--- src/rtl/serial_byte_collector.sv ---
// ---------------------------------------------------------------------------
// serial_byte_collector
//
// Collects the serial_out bit stream of the upstream universal shift register
// into bytes, queues each completed byte in a small FIFO and offers the head
// byte over a valid/ready handshake.
//
// Build option:
//   SBC_HAMMING_EN  defined   -> FIFO entries are Hamming(12,8) codewords;
//                                single-bit upsets are corrected on read and
//                                flagged (rd_corrected / rd_uncorr).
//                   undefined -> FIFO entries are raw bytes; flags tied to 0.
//
// Parameters:
//   DEPTH      FIFO entries (power of 2, >= 2)
//   MSB_FIRST  1: first received bit ends up in rd_data[7]; 0: in rd_data[0]
//
// Ports:
//   clk           rising-edge clock
//   rst           asynchronous active-low reset
//   bit_en        qualifies serial_in
//   serial_in     incoming serial bit
//   flush         synchronous clear of partial byte, FIFO and overflow
//   rd_ready      consumer accepts the head byte
//   rd_valid      FIFO not empty
//   rd_data       (corrected) head byte
//   rd_corrected  head entry had a correctable error
//   rd_uncorr     head entry syndrome is 13..15
//   fifo_count    occupied entries
//   overflow      sticky: a completed byte was dropped on a full FIFO
//   bit_cnt       bits held in the partial byte
// ---------------------------------------------------------------------------
module serial_byte_collector #(
    parameter int unsigned DEPTH     = 4,
    parameter bit          MSB_FIRST = 1'b1
) (
    input  logic                     clk,
    input  logic                     rst,
    input  logic                     bit_en,
    input  logic                     serial_in,
    input  logic                     flush,
    input  logic                     rd_ready,
    output logic                     rd_valid,
    output logic [7:0]               rd_data,
    output logic                     rd_corrected,
    output logic                     rd_uncorr,
    output logic [$clog2(DEPTH):0]   fifo_count,
    output logic                     overflow,
    output logic [2:0]               bit_cnt
);

    localparam int unsigned AW = $clog2(DEPTH);

`ifdef SBC_HAMMING_EN
    localparam int unsigned MW = 12;
`else
    localparam int unsigned MW = 8;
`endif

    generate
        if (DEPTH < 2 || (DEPTH & (DEPTH - 1)) != 0) begin : g_bad_depth
            $error("serial_byte_collector: DEPTH must be a power of 2 and >= 2");
        end
    endgenerate

    // -----------------------------------------------------------------------
    // State
    // -----------------------------------------------------------------------
    logic [7:0]    asm_reg;
    logic [AW:0]   wr_ptr;
    logic [AW:0]   rd_ptr;
    logic [MW-1:0] mem [DEPTH];

    logic [7:0]    next_byte;
    logic          complete;
    logic          pop;
    logic          full;
    logic          accept;
    logic [MW-1:0] wr_word;
    logic [MW-1:0] head_word;

`ifdef SBC_HAMMING_EN
    // Codeword bit i holds Hamming position i+1:
    // positions 1,2,4,8 = p1,p2,p4,p8; 3,5,6,7,9,10,11,12 = d0..d7.
    function automatic logic [11:0] ham_encode(input logic [7:0] d);
        logic p1, p2, p4, p8;
        p1 = d[0] ^ d[1] ^ d[3] ^ d[4] ^ d[6];
        p2 = d[0] ^ d[2] ^ d[3] ^ d[5] ^ d[6];
        p4 = d[1] ^ d[2] ^ d[3] ^ d[7];
        p8 = d[4] ^ d[5] ^ d[6] ^ d[7];
        return {d[7], d[6], d[5], d[4], p8, d[3], d[2], d[1], p4, d[0], p2, p1};
    endfunction

    function automatic logic [3:0] ham_syndrome(input logic [11:0] c);
        logic [3:0] s;
        s[0] = c[0] ^ c[2] ^ c[4] ^ c[6] ^ c[8]  ^ c[10];
        s[1] = c[1] ^ c[2] ^ c[5] ^ c[6] ^ c[9]  ^ c[10];
        s[2] = c[3] ^ c[4] ^ c[5] ^ c[6] ^ c[11];
        s[3] = c[7] ^ c[8] ^ c[9] ^ c[10] ^ c[11];
        return s;
    endfunction

    function automatic logic [7:0] ham_data(input logic [11:0] c);
        return {c[11], c[10], c[9], c[8], c[6], c[5], c[4], c[2]};
    endfunction
`endif

    // -----------------------------------------------------------------------
    // Write side
    // -----------------------------------------------------------------------
    always_comb begin
        if (MSB_FIRST) begin
            next_byte = {asm_reg[6:0], serial_in};
        end else begin
            next_byte = {serial_in, asm_reg[7:1]};
        end
    end

    assign fifo_count = wr_ptr - rd_ptr;
    assign rd_valid   = (fifo_count != '0);
    // Occupancy never exceeds DEPTH, so the top count bit alone means full.
    assign full       = fifo_count[AW];
    assign complete   = bit_en && (bit_cnt == 3'd7);
    assign pop        = rd_valid && rd_ready;
    // A pop on the same edge frees the slot the completing byte needs.
    assign accept     = complete && (!full || pop);

`ifdef SBC_HAMMING_EN
    assign wr_word = ham_encode(next_byte);
`else
    assign wr_word = next_byte;
`endif

    always_ff @(posedge clk or negedge rst) begin
        if (!rst) begin
            asm_reg  <= '0;
            bit_cnt  <= '0;
            wr_ptr   <= '0;
            rd_ptr   <= '0;
            overflow <= 1'b0;
            // Cleared so the idle head decode reads as 0x00 out of reset.
            for (int unsigned i = 0; i < DEPTH; i++) begin
                mem[i] <= '0;
            end
        end else if (flush) begin
            asm_reg  <= '0;
            bit_cnt  <= '0;
            wr_ptr   <= '0;
            rd_ptr   <= '0;
            overflow <= 1'b0;
        end else begin
            if (bit_en) begin
                asm_reg <= next_byte;
                bit_cnt <= bit_cnt + 3'd1;
            end
            if (accept) begin
                mem[wr_ptr[AW-1:0]] <= wr_word;
                wr_ptr              <= wr_ptr + 1'b1;
            end else if (complete) begin
                overflow <= 1'b1;
            end
            if (pop) begin
                rd_ptr <= rd_ptr + 1'b1;
            end
        end
    end

    // -----------------------------------------------------------------------
    // Read side: combinational decode of the head entry
    // -----------------------------------------------------------------------
    assign head_word = mem[rd_ptr[AW-1:0]];

`ifdef SBC_HAMMING_EN
    logic [3:0]  syndrome;
    logic [11:0] flip_mask;

    always_comb begin
        syndrome     = ham_syndrome(head_word);
        flip_mask    = '0;
        rd_corrected = 1'b0;
        rd_uncorr    = 1'b0;
        if (syndrome >= 4'd13) begin
            rd_uncorr = 1'b1;
        end else if (syndrome != 4'd0) begin
            flip_mask    = 12'd1 << (syndrome - 4'd1);
            rd_corrected = 1'b1;
        end
        rd_data = ham_data(head_word ^ flip_mask);
    end
`else
    assign rd_data      = head_word;
    assign rd_corrected = 1'b0;
    assign rd_uncorr    = 1'b0;
`endif

endmodule

--- config.mk ---
export PLATFORM = sky130hd
export DESIGN_NAME = serial_byte_collector
export DESIGN_NICKNAME = d
export VERILOG_FILES = /design/src/rtl/serial_byte_collector.sv
export SDC_FILE = /design/constraint.sdc
export NUM_CORES = 1
export LEC_CHECK = 0
export CAP_MARGIN = 20
export CORE_MARGIN = 5
export CORE_UTILIZATION = 45
export CTS_CLUSTER_SIZE = 8
export DETAILED_ROUTE_END_ITERATION = 16
export HOLD_SLACK_MARGIN = 0.08
export PLACE_DENSITY = 0.65
export SLEW_MARGIN = 15
export SYNTH_ARGS = -nofsm -noshare
export SYNTH_HDL_FRONTEND = slang
export SYNTH_SLANG_ARGS = --single-unit
--- constraint.sdc ---
create_clock -name clk -period 2.8 [get_ports clk]
set_input_delay 0.56 -clock clk [delete_from_list [all_inputs] [get_ports clk]]
set_output_delay 0.56 -clock clk [all_outputs]
set_load 0.02 [all_outputs]
Word level (Yosys, flattened, before mapping)
Cells that the tools add are included.
{ "op_classes": {"n_reduce_logical": 13, "magnitude_cmp": 3, "div_mod_pow": 0, "shift": 0, "bitwise_logic": 3, "eq_ne": 2, "add_sub_neg": 4, "n_mux": 17, "multipliers": 0} }
{ "op_table": {"columns": ["operator", "count"], "rows": [
  ["$bwmux W32", 1],
  ["$mux W8", 3],
  ["$mux W3", 6],
  ["$bmux W8 S2", 1],
  ["$demux W8 S2", 1],
  ["$mux W7", 2],
  ["$add A3 B1 Y3 const B", 3],
  ["$reduce_bool A2 Y1", 4],
  ["$ge A3 B3 Y1 const B", 2],
  ["$not A2 Y3", 2],
  ["$logic_and A1 B1 Y1", 4],
  ["$reduce_and A2 Y1", 2],
  ["$eq A3 B3 Y1 const B", 1],
  ["$lt A3 B1 Y1 const B", 1],
  ["$mux W1", 3],
  ["$reduce_bool A3 Y1", 1],
  ["$sub A3 B3 Y3", 1],
  ["$ne A2 B2 Y1 const B", 1],
  ["$logic_not A1 Y1", 1],
  ["$logic_or A1 B1 Y1", 1],
  ["$not A1 Y1", 1]
]} }
{ "word_totals": {"romBits": 0, "ff_bits": 49, "mem_count": 0, "ram_bits": 0, "out_inout_bits": 18, "latch_bits": 0, "inputBits": 6, "wordCells": 51} }

Logic depth before layout (Yosys ltp)
{ "logic_depth": {"depth_word": 7, "mapped_depth": 7, "depth_no_buf": 7} }

Least setup slack after synthesis
OpenSTA, ideal clock, no wires.
{ "synth_path": {"kind": "reg2reg", "startpoint": "reg wr_ptr[0]", "endpoint": "reg wr_ptr[0]", "arrival_ns": 2.152, "period_less_slack_ns": 2.277, "stages_incl_launch_ff": 8, "setup_ns": 0.125, "n_path_buf": 0, "required_time_ns": 2.675, "setup_slack_ns": 0.523, "path_cell_list": "dfrtp_1 > inv_1 > ha_1 > fa_1 > xnor3_4 > inv_1 > a21oi_1 > mux2_2"} }
{ "synth_via": {"elab_chain_len": 6, "word_cells_on_any_way": 10, "classes_between": "add/sub: 2; mux: 2; reduce/logical: 6"} }
{ "synth_lines": {"columns": ["element", "line_no", "text"], "rows": [
  ["from (decl)", "70", "logic [AW:0] wr_ptr;"],
  ["from (signal assigned)", "158", "wr_ptr <= wr_ptr + 1'b1;"],
  ["$sub A3 B3 Y3 (*)", "119", "assign fifo_count = wr_ptr - rd_ptr;"],
  ["net fifo_count[2]", "47", "output logic [$clog2(DEPTH):0] fifo_count,"],
  ["$reduce_bool A3 Y1", "120", "assign rd_valid = (fifo_count != '0);"],
  ["$logic_and A1 B1 Y1", "124", "assign pop = rd_valid && rd_ready;"],
  ["$logic_or A1 B1 Y1 (*)", "126", "assign accept = complete && (!full || pop);"],
  ["$logic_and A1 B1 Y1 (*)", "126", null],
  ["$reduce_bool A2 Y1 (no source line) (*)", null, null]
]} }
The timed path passes the listed nets; every way through them passes the cells marked *. The select of a mux whose other input is x is not followed.
A chain may end at the register's enable or synchronous reset.

Final worst setup path
{ "layout_path": {"startpoint": "reg wr_ptr[0]", "endpoint": "out rd_valid"} }
{ "layout_via": {"elab_chain_len": 2} }
{ "layout_lines": {"columns": ["element", "line_no", "text"], "rows": [
  ["$sub A3 B3 Y3", "119", null],
  ["$reduce_bool A3 Y1", "120", null],
  ["to (decl)", "43", "output logic rd_valid,"]
]} }
Every way passes these cells.

==> impl_metrics.csv <==
group,metric,value,unit
clock_network,ctsRootBufferMaster,"clkbuf_8",
synthesis,synth.area.top_cells,"dfrtp_1, mux2_2, mux4_2",
placed_design,dp_hpwl,3400,microns
power_and_ir_drop,switching_share,27.1,%
synthesis,synthCells,171,
layout,drive_gt1_share,33.7,%
clock_network,cts_sinks,49,
power_and_ir_drop,powerDensity,553,nW/um^2
detailed_routing,drc,0,
synthesis,synthArstFlopShare,100,%
flow_run,maxCapViolations,0,
power_and_ir_drop,power_frac_clock,32.5,%
worst_setup_path,rr_worst_depth,7,
placed_design,place_ws,57.8,ps
global_route,grtUsageTotal,14.7,%
floorplanning,io_pins,24,
worst_setup_path,required,2240,ps
detailed_routing,avgRoutedWirePerCell,17.1,microns
worst_setup_path,worst-setup-path-type,"reg2out",
placed_design,io_buffer_count,21,
synthesis,synth_area,2410,sq um
worst_setup_path,worst_setup_path_start_kind,"flop",
layout,largest_reg_flops,32,
sta,fin_crit,2630,ps
detailed_routing,post_drt_via_cell_ratio,5.23,
synthesis,synth_edf_count,0,
sta,finalCritPeriodShare,94.0,%
clock_network,htreeDepth,2,
synthesis,yosys_warnings,0,
worst_setup_path,crit_path_end,"rd_valid",
global_route,grt_pass1_wl,8100,microns
synthesis,synthFlopType,"dfrtp_1",
sta,grt_setup_unrepaired,"no",
sta,setup_viol,0,
global_route,grt_pass1_vias,1602,
sta,worst_slack,168,ps
floorplanning,die_area,6920,sq um
power_and_ir_drop,p_int,0.00114,W
floorplanning,rows,26,
floorplanning,core-area,5170,sq um
clock_network,numCtsBuffers,5,
min_path,hp-class,"in2async",
sta,clock_skew,8.19,ps
synthesis,yosys.area.top_type,"dfrtp_1",
floorplanning,start_util,46.6,%
clock_network,clk_path_buf_depth,2,
sta,slew-limit-headroom,61.7,%
worst_setup_path,startpoint,"wr_ptr[0]",
floorplanning,die_w,83.2,microns
layout,areaGrowthSynthToFinish,17.0,%
sta,tightest_slew,573,ps
worst_setup_path,r2r-start,"wr_ptr[0]",
power_and_ir_drop,power_frac_seq,46.7,%
sta,max_freq,0.380,GHz
worst_setup_path,reg2reg_slack,260,ps
detailed_routing,vias,1407,
floorplanning,die_h,83.2,microns
sta,hold_slack,235,ps
synthesis,avgSynthCellArea,14.1,sq um
power_and_ir_drop,irDropWorstVdd,302,uV
worst_setup_path,critical_path_peak_fanout,6,
synthesis,synth.distinct_cells,26,
worst_setup_path,endpoint_kind,"output port",
layout,antennaDiodeCount,0,
worst_setup_path,crit_arrival,2070,ps
synthesis,seq_area_frac_synth,50.8,%
sta,hold_viol_final,0,
layout,final_cell_mix,"dfrtp_1, mux2_2, clkdlybuf4s50_1",
global_route,antenna_found_initial,0,
detailed_routing,drtIter0Drc,73,
global_route,gr-total-overflow,0,
layout,nets,213,
clock_network,cts_tree,"done",
run_status,status,"finished, final reports clean",
power_and_ir_drop,switchingPower,0.000424,W
detailed_routing,drt_wl_total,4610,microns
global_route,grt_max_degree,26,
layout,final_common_cell,"dfrtp_1",
clock_network,cts_setup_buffers,0,
clock_network,clk_latency,290,ps
power_and_ir_drop,comb_power_share,20.8,%
synthesis,synth_seq_cells,49,
detailed_routing,ant_nets,0,
detailed_routing,dr.pass1.iters,3,
synthesis,yosysTopAreaCellShare,50.8,%
sta,slew_violations,0,
sta,fin_setup_tns,0,ps
placed_design,gp_congestion,0.825,
worst_setup_path,regToRegEndpoint,"mem[11]",
power_and_ir_drop,p_leak,1.38,nW
clock_network,clkTransAtPathRegs,80,ps
-- area by class of cell --
class	instances	area (sq um)
clock buffers	7	86.3
flip-flops and latches	49	1230
multi-input cells	107	1120
well taps	70	87.6
repair buffers	28	246
fillers	422	2350
clock inverters	1	30.0
inverters	7	26.3
-- critical path, stage by stage (launching register included) --
cell and delay [ps]:
dfrtp_1 400, inv_1 120, ha_1 220, fa_1 370, xnor3_4 370, nand3_1 110
clkbuf_2 170
-- what timing repair did --
item	4_1_cts	5_1_grt
endpoints found under the setup margin	3	2
resized for setup	4	3
gates cloned	0	0
pin swaps	0	0
hold buffers	0	0
-- logic make-up after synthesis --
kind of cell | synth area share (%)
AO/OA/AOI/OAI | 4.25
flip-flops | 50.8
adder cells (fa/ha/maj) | 4.98
multiplexers | 28.8
buffers and inverters | 2.90
other | 0.155
XOR/XNOR | 1.45
AND/OR/NAND/NOR | 6.59
-- per-layer routing --
metal / vias up / track usage, % / wire, microns
met5: - / 0 / 0
met4: 0 / 4.01 / 65
met3: 8 / 4.16 / 160
met2: 22 / 25.1 / 2340
met1: 722 / 18.3 / 2040
li1: 655 / - / -
-- worst min-delay path by stage --
stage               depth (start not counted)     from          to
CTS                                         1      rst     mem[29]
detailed placement                          1  mem[15]     mem[15]
floorplan                                   0      rst  asm_reg[0]
global placement                            1   mem[3]      mem[3]
global route                                1      rst     mem[29]
finish                                      1      rst     mem[12]
-- cell usage after synthesis (all sizes together) (3+ instances only) --
cell type,count
inv,7
nor2,15
o21ai,4
ha,8
mux2i,11
buf,6
mux2,36
and4b,4
mux4,8
clkbuf,3
nand2b,4
nor2b,3
dfrtp,49
-- through the flow --
step                cells  power (W)  util, %  area [sq um]
floorplan             172   0.000956        -          2420
global placement      261    0.00109     52.5          2720
detailed placement    261    0.00110     52.5          2720
CTS                   269    0.00160     54.7          2830
global route          269    0.00164     54.6          2820
finish                269    0.00156     54.6          2820
-- power by group through the flow --
stage	clock network [W]	registers, W	logic (W)
6_report	0.000507	0.000729	0.000326
3_3_place_gp	0	0.000743	0.000345
3_5_place_dp	0	0.000744	0.000355
2_1_floorplan	0	0.000746	0.000210
4_1_cts	0.000529	0.000729	0.000339
5_1_grt	0.000552	0.000731	0.000356
(Power assumes the default switching activity.)
==> variant 1: new RTL, same flow settings <==
The option `SBC_HAMMING_EN` is turned on by a define.
--- a/src/rtl/serial_byte_collector.sv
+++ b/src/rtl/serial_byte_collector.sv
@@ -31,4 +31,6 @@
 //   bit_cnt       bits held in the partial byte
 // ---------------------------------------------------------------------------
+`define SBC_HAMMING_EN
+
 module serial_byte_collector #(
     parameter int unsigned DEPTH     = 4,
Behaviour: no difference found for any inputs over 10 cycles, from zero or initial values and one cycle with rst low; that may be too few to reach the edited logic, so the function may still have changed.
==> variant 1 against the unedited design <==
The run now ends with setup timing left. Total power up 39%. Cell area is 65% higher. Sequential cell count is 16 higher. Non-clock buffer count rose by 47. Utilization is 8.8 points higher. Worst setup slack got worse by 0.90 ns. Area after synthesis is 43% higher. Clock skew is 0.0021 ns higher. Routed wire length is 55% higher. Synthesized cell count up 56%. Critical path type unchanged. Highest routed layer unchanged.
==> variant 1: results (changes against the unedited design) <==
multiplexer share of the synthesized area 21.58% (-7.3 points); largest cells by area after synthesis sky130_fd_sc_hd__dfrtp_1, sky130_fd_sc_hd__mux2_2, sky130_fd_sc_hd__mux4_2; met3 routing resource usage after global routing 4.523% (+0.36 points); compound-cell area share of the yosys netlist 3.239% (-1.0 points); synthesized-area fraction occupied by xor and xnor cells 14.12% (+13 points); worst reg2reg path depth 12 (+5); violation count after the first detailed-route iteration 50 (-32%); status complete, but fails checks; # rows 31 (+19%); Min Hold Slack 0.2129 ns (-0.02227 ns); Final setup violation count 12 (+12); register-to-register setup slack 0.04 ns (-0.22 ns); final-layout clock-cell area share 4.199% (+0.077 points); CTS H-tree depth 3 (+1); Max stage delay on crit path 0.50 ns (+0.10 ns); total leakage power 2.244 nW (+63%); Largest register FFs 48 (+50%); sequential fraction of total cell area 35.07% (-8.4 points); portion of the post-synthesis area used by sequential elements 47.31% (-3.5 points); Worst Setup Slack, final -0.7345 ns (-0.9029 ns); number of detailed-route iterations in the first pass 4 (+1); worst setup path end rd_data[3]; fraction of layout instances using a drive strength above 1 47.81% (+14 points); violations in the final reports setup timing; cell count after synthesis 266 (+56%); transition time at the pin with the least slew margin 0.3501 ns (-0.2224 ns); total via count after detailed routing 2,217 (+58%); combinational group power 0.426 mW (+31%); invs w/o clock 5 (-2)
==> variant 1: cell count changes after synthesis, sizes merged, moves of 4 or more <==
cell	delta
nand2b	-4
xnor2	+18
dfrtp	+16
nand2	+22
xor2	+14
and4b	-4
mux4	+4
o21ai	+12
clkbuf	+8
nand4	+4
==> variant 1: worst register-to-register path, cell delays in order (launching register included) <==
cell and delay, ns:
sky130_fd_sc_hd__dfrtp_4 0.50, sky130_fd_sc_hd__buf_8 0.15, sky130_fd_sc_hd__buf_4 0.13, sky130_fd_sc_hd__buf_6 0.12, sky130_fd_sc_hd__ha_4 0.15, sky130_fd_sc_hd__fa_2 0.34
sky130_fd_sc_hd__xor3_1 0.22, sky130_fd_sc_hd__buf_6 0.14, sky130_fd_sc_hd__a211oi_2 0.20, sky130_fd_sc_hd__buf_4 0.18, sky130_fd_sc_hd__nand2_2 0.07, sky130_fd_sc_hd__buf_12 0.15
sky130_fd_sc_hd__mux2_2 0.28
==> variant 2: new RTL, same flow settings <==
Made on the original files. Register the output `fifo_count`; this adds one clock of latency there. The other outputs are not delayed to match.
--- a/src/rtl/serial_byte_collector.sv
+++ b/src/rtl/serial_byte_collector.sv
@@ -52,4 +52,6 @@
     localparam int unsigned AW = $clog2(DEPTH);
 
+    logic [$clog2(DEPTH):0] fifo_count_d;
+
 `ifdef SBC_HAMMING_EN
     localparam int unsigned MW = 12;
@@ -117,8 +119,8 @@
     end
 
-    assign fifo_count = wr_ptr - rd_ptr;
-    assign rd_valid   = (fifo_count != '0);
+    assign fifo_count_d = wr_ptr - rd_ptr;
+    assign rd_valid   = (fifo_count_d != '0);
     // Occupancy never exceeds DEPTH, so the top count bit alone means full.
-    assign full       = fifo_count[AW];
+    assign full       = fifo_count_d[AW];
     assign complete   = bit_en && (bit_cnt == 3'd7);
     assign pop        = rd_valid && rd_ready;
@@ -194,4 +196,12 @@
 `endif
 
+    always_ff @(posedge clk or negedge rst) begin
+        if (!rst) begin
+            fifo_count <= '0;
+        end else begin
+            fifo_count <= fifo_count_d;
+        end
+    end
+
 endmodule
 
Behaviour: not the same (Yosys sat finds a counterexample within 10 cycles, from zero or initial values and one cycle with rst low).
==> variant 2 against the unedited design <==
Maximum frequency fell by 3.4%. Non-clock buffer count did not move. Worst setup slack got worse by 0.092 ns. Sequential power rose by 8.0%. Cell area rose by 2.3%. Combinational power rose by 1%. Clock skew fell by 0.0019 ns. Area after synthesis rose by 3.1%. Sequential cell count rose by 3. Total power fell by 0.90%. Routed wire length rose by 0.28%. Critical path type unchanged. Critical endpoint unchanged. Highest routed layer unchanged.
==> variant 2: results (changes against the unedited design) <==
status complete, no violations; crit path max fanout 4 (-2); final-stage net count 216 (+1.4%); transition time at the pin with the least slew margin 0.7249 ns (+0.1524 ns); R2R Path End mem[13]; clock transition at the registers of the reported paths 0.09 ns; met1 track demand over resource 16.88% (-1.4 points); Global Route met2 Usage 24.75% (-0.40 points); Worst Setup Slack, final 0.07648 ns (-0.09186 ns); Filler cells 467 (+11%); number of library cell types mapped by synthesis 26 (unchanged); largest net degree at the start of global routing 35 (+35%); Routed WL 4622 um (+0.28%); violation count after the first detailed-route iteration 62 (-15%); worst setup timing slack at the placement stage 0.1007 ns (+0.04294 ns); fraction of layout instances using a drive strength above 1 32.18% (-1.5 points); worst reg2reg path depth 7 (unchanged); total via count after detailed routing 1,424 (+1.2%); ranking of synthesized cells by instance count sky130_fd_sc_hd__dfrtp_1, sky130_fd_sc_hd__mux2_2, sky130_fd_sc_hd__nor2_1; largest voltage drop on the vdd net 0.3217 mV (+6.7%); total leakage power 1.401 nW (+1.6%); first-pass GRT wire length 7769 um (-4.1%); via count of the first global-routing pass 1,556 (-2.9%); critical path data arrival time 2.16 ns (+0.09 ns); Post-Place Cells 266 (+1.9%); Avg Cell Area, Syn 14.30 um^2 (+1.3%); worst clock skew 0.006330 ns (-0.001864 ns); largest cells by area after synthesis sky130_fd_sc_hd__dfrtp_1, sky130_fd_sc_hd__mux2_2, sky130_fd_sc_hd__mux4_2; number of detailed-route iterations in the first pass 4 (+1); met3 routing resource usage after global routing 2.846% (-1.3 points); portion of the post-synthesis area used by sequential elements 52.31% (+1.5 points); combined global-route utilization of all metal layers 13.86% (-0.88 points); drt via density 5.197 (-0.64%); Detailed Place HPWL 3293 um (-3.0%); GPL Wtd Cong 0.8049 (-2.4%)
-- variant 2: metal layers --
metal | part of all wire [%] | vias to the layer above
met5 | 0 | -
met4 | 1.1 | 0
met3 | 3.1 | 7
met2 | 53 | 20
met1 | 43 | 731
li1 | - | 666
-- variant 2: worst max-delay path: stages (launching register included) --
cell and delay [ns]:
sky130_fd_sc_hd__dfrtp_1 0.40, sky130_fd_sc_hd__inv_1 0.11, sky130_fd_sc_hd__ha_1 0.22, sky130_fd_sc_hd__fa_1 0.39, sky130_fd_sc_hd__xnor3_4 0.33, sky130_fd_sc_hd__nand3_1 0.11, sky130_fd_sc_hd__clkdlybuf4s15_1 0.30
-- variant 2: kinds of logic (layout without fill, tap and decap cells) --
family                     Yosys count  count (layout)  share of synthesized area (%)
AOI/OAI and AO/OA                    9               9                          4.125
xor gates and xnor gates             2               2                          1.409
adders and majority gates            9               9                          4.829
buffers and inverters               16              43                          2.817
DFF                                 52              52                          52.31
muxes                               55              55                          27.97
other                                1               2                         0.1508
and+or+nand+nor                     30              30                          6.388
-- variant 2: worst min path at each step --
| stage | start | endpoint | slack, ns | depth (start not counted) |
|---|---|---|---|---|
| 2_1_floorplan | rst | asm_reg[0] | 0.26 | 0 |
| 3_3_place_gp | mem[19] | mem[19] | 0.48 | 1 |
| 3_5_place_dp | mem[28] | mem[28] | 0.49 | 1 |
| 4_1_cts | rst | mem[30] | 0.34 | 1 |
| 5_1_grt | rst | mem[6] | 0.38 | 1 |
| 6_report | rst | mem[22] | 0.31 | 1 |
-- variant 2: final cells by class --
type	count	area, um^2	area share [%]
Clock inverter	1	7.507	0.2599
Inverter	7	26.28	0.9095
Clock buffer	7	86.33	2.988
Multi-Input combinational cell	107	1120	38.76
Timing Repair Buffer	28	257.7	8.922
Sequential cell	52	1301	45.04
Tap cell	72	90.09	3.118
-- variant 2: metrics by stage --
| step | instance area [um^2] | utilization, % |
|---|---|---|
| after CTS | 2888 | 53.09 |
| after global routing | 2889 | 53.12 |
| after detailed placement | 2795 | 51.39 |
| final | 2889 | 53.12 |
| after floorplan | 2491 | - |
| after global placement | 2795 | 51.39 |
-- variant 2: where the power goes --
group          total [mW]  switching (mW)  internal (mW)
registers           0.787          0.0128          0.774
logic               0.330           0.192          0.138
clock network       0.431           0.230          0.201
total                1.55           0.435           1.11
-- variant 2: what timing repair did --
action	in CTS	in global routing
hold buffers	0	0
resized for setup	1	1
setup endpoints to repair	1	1
buffers inserted	0	0
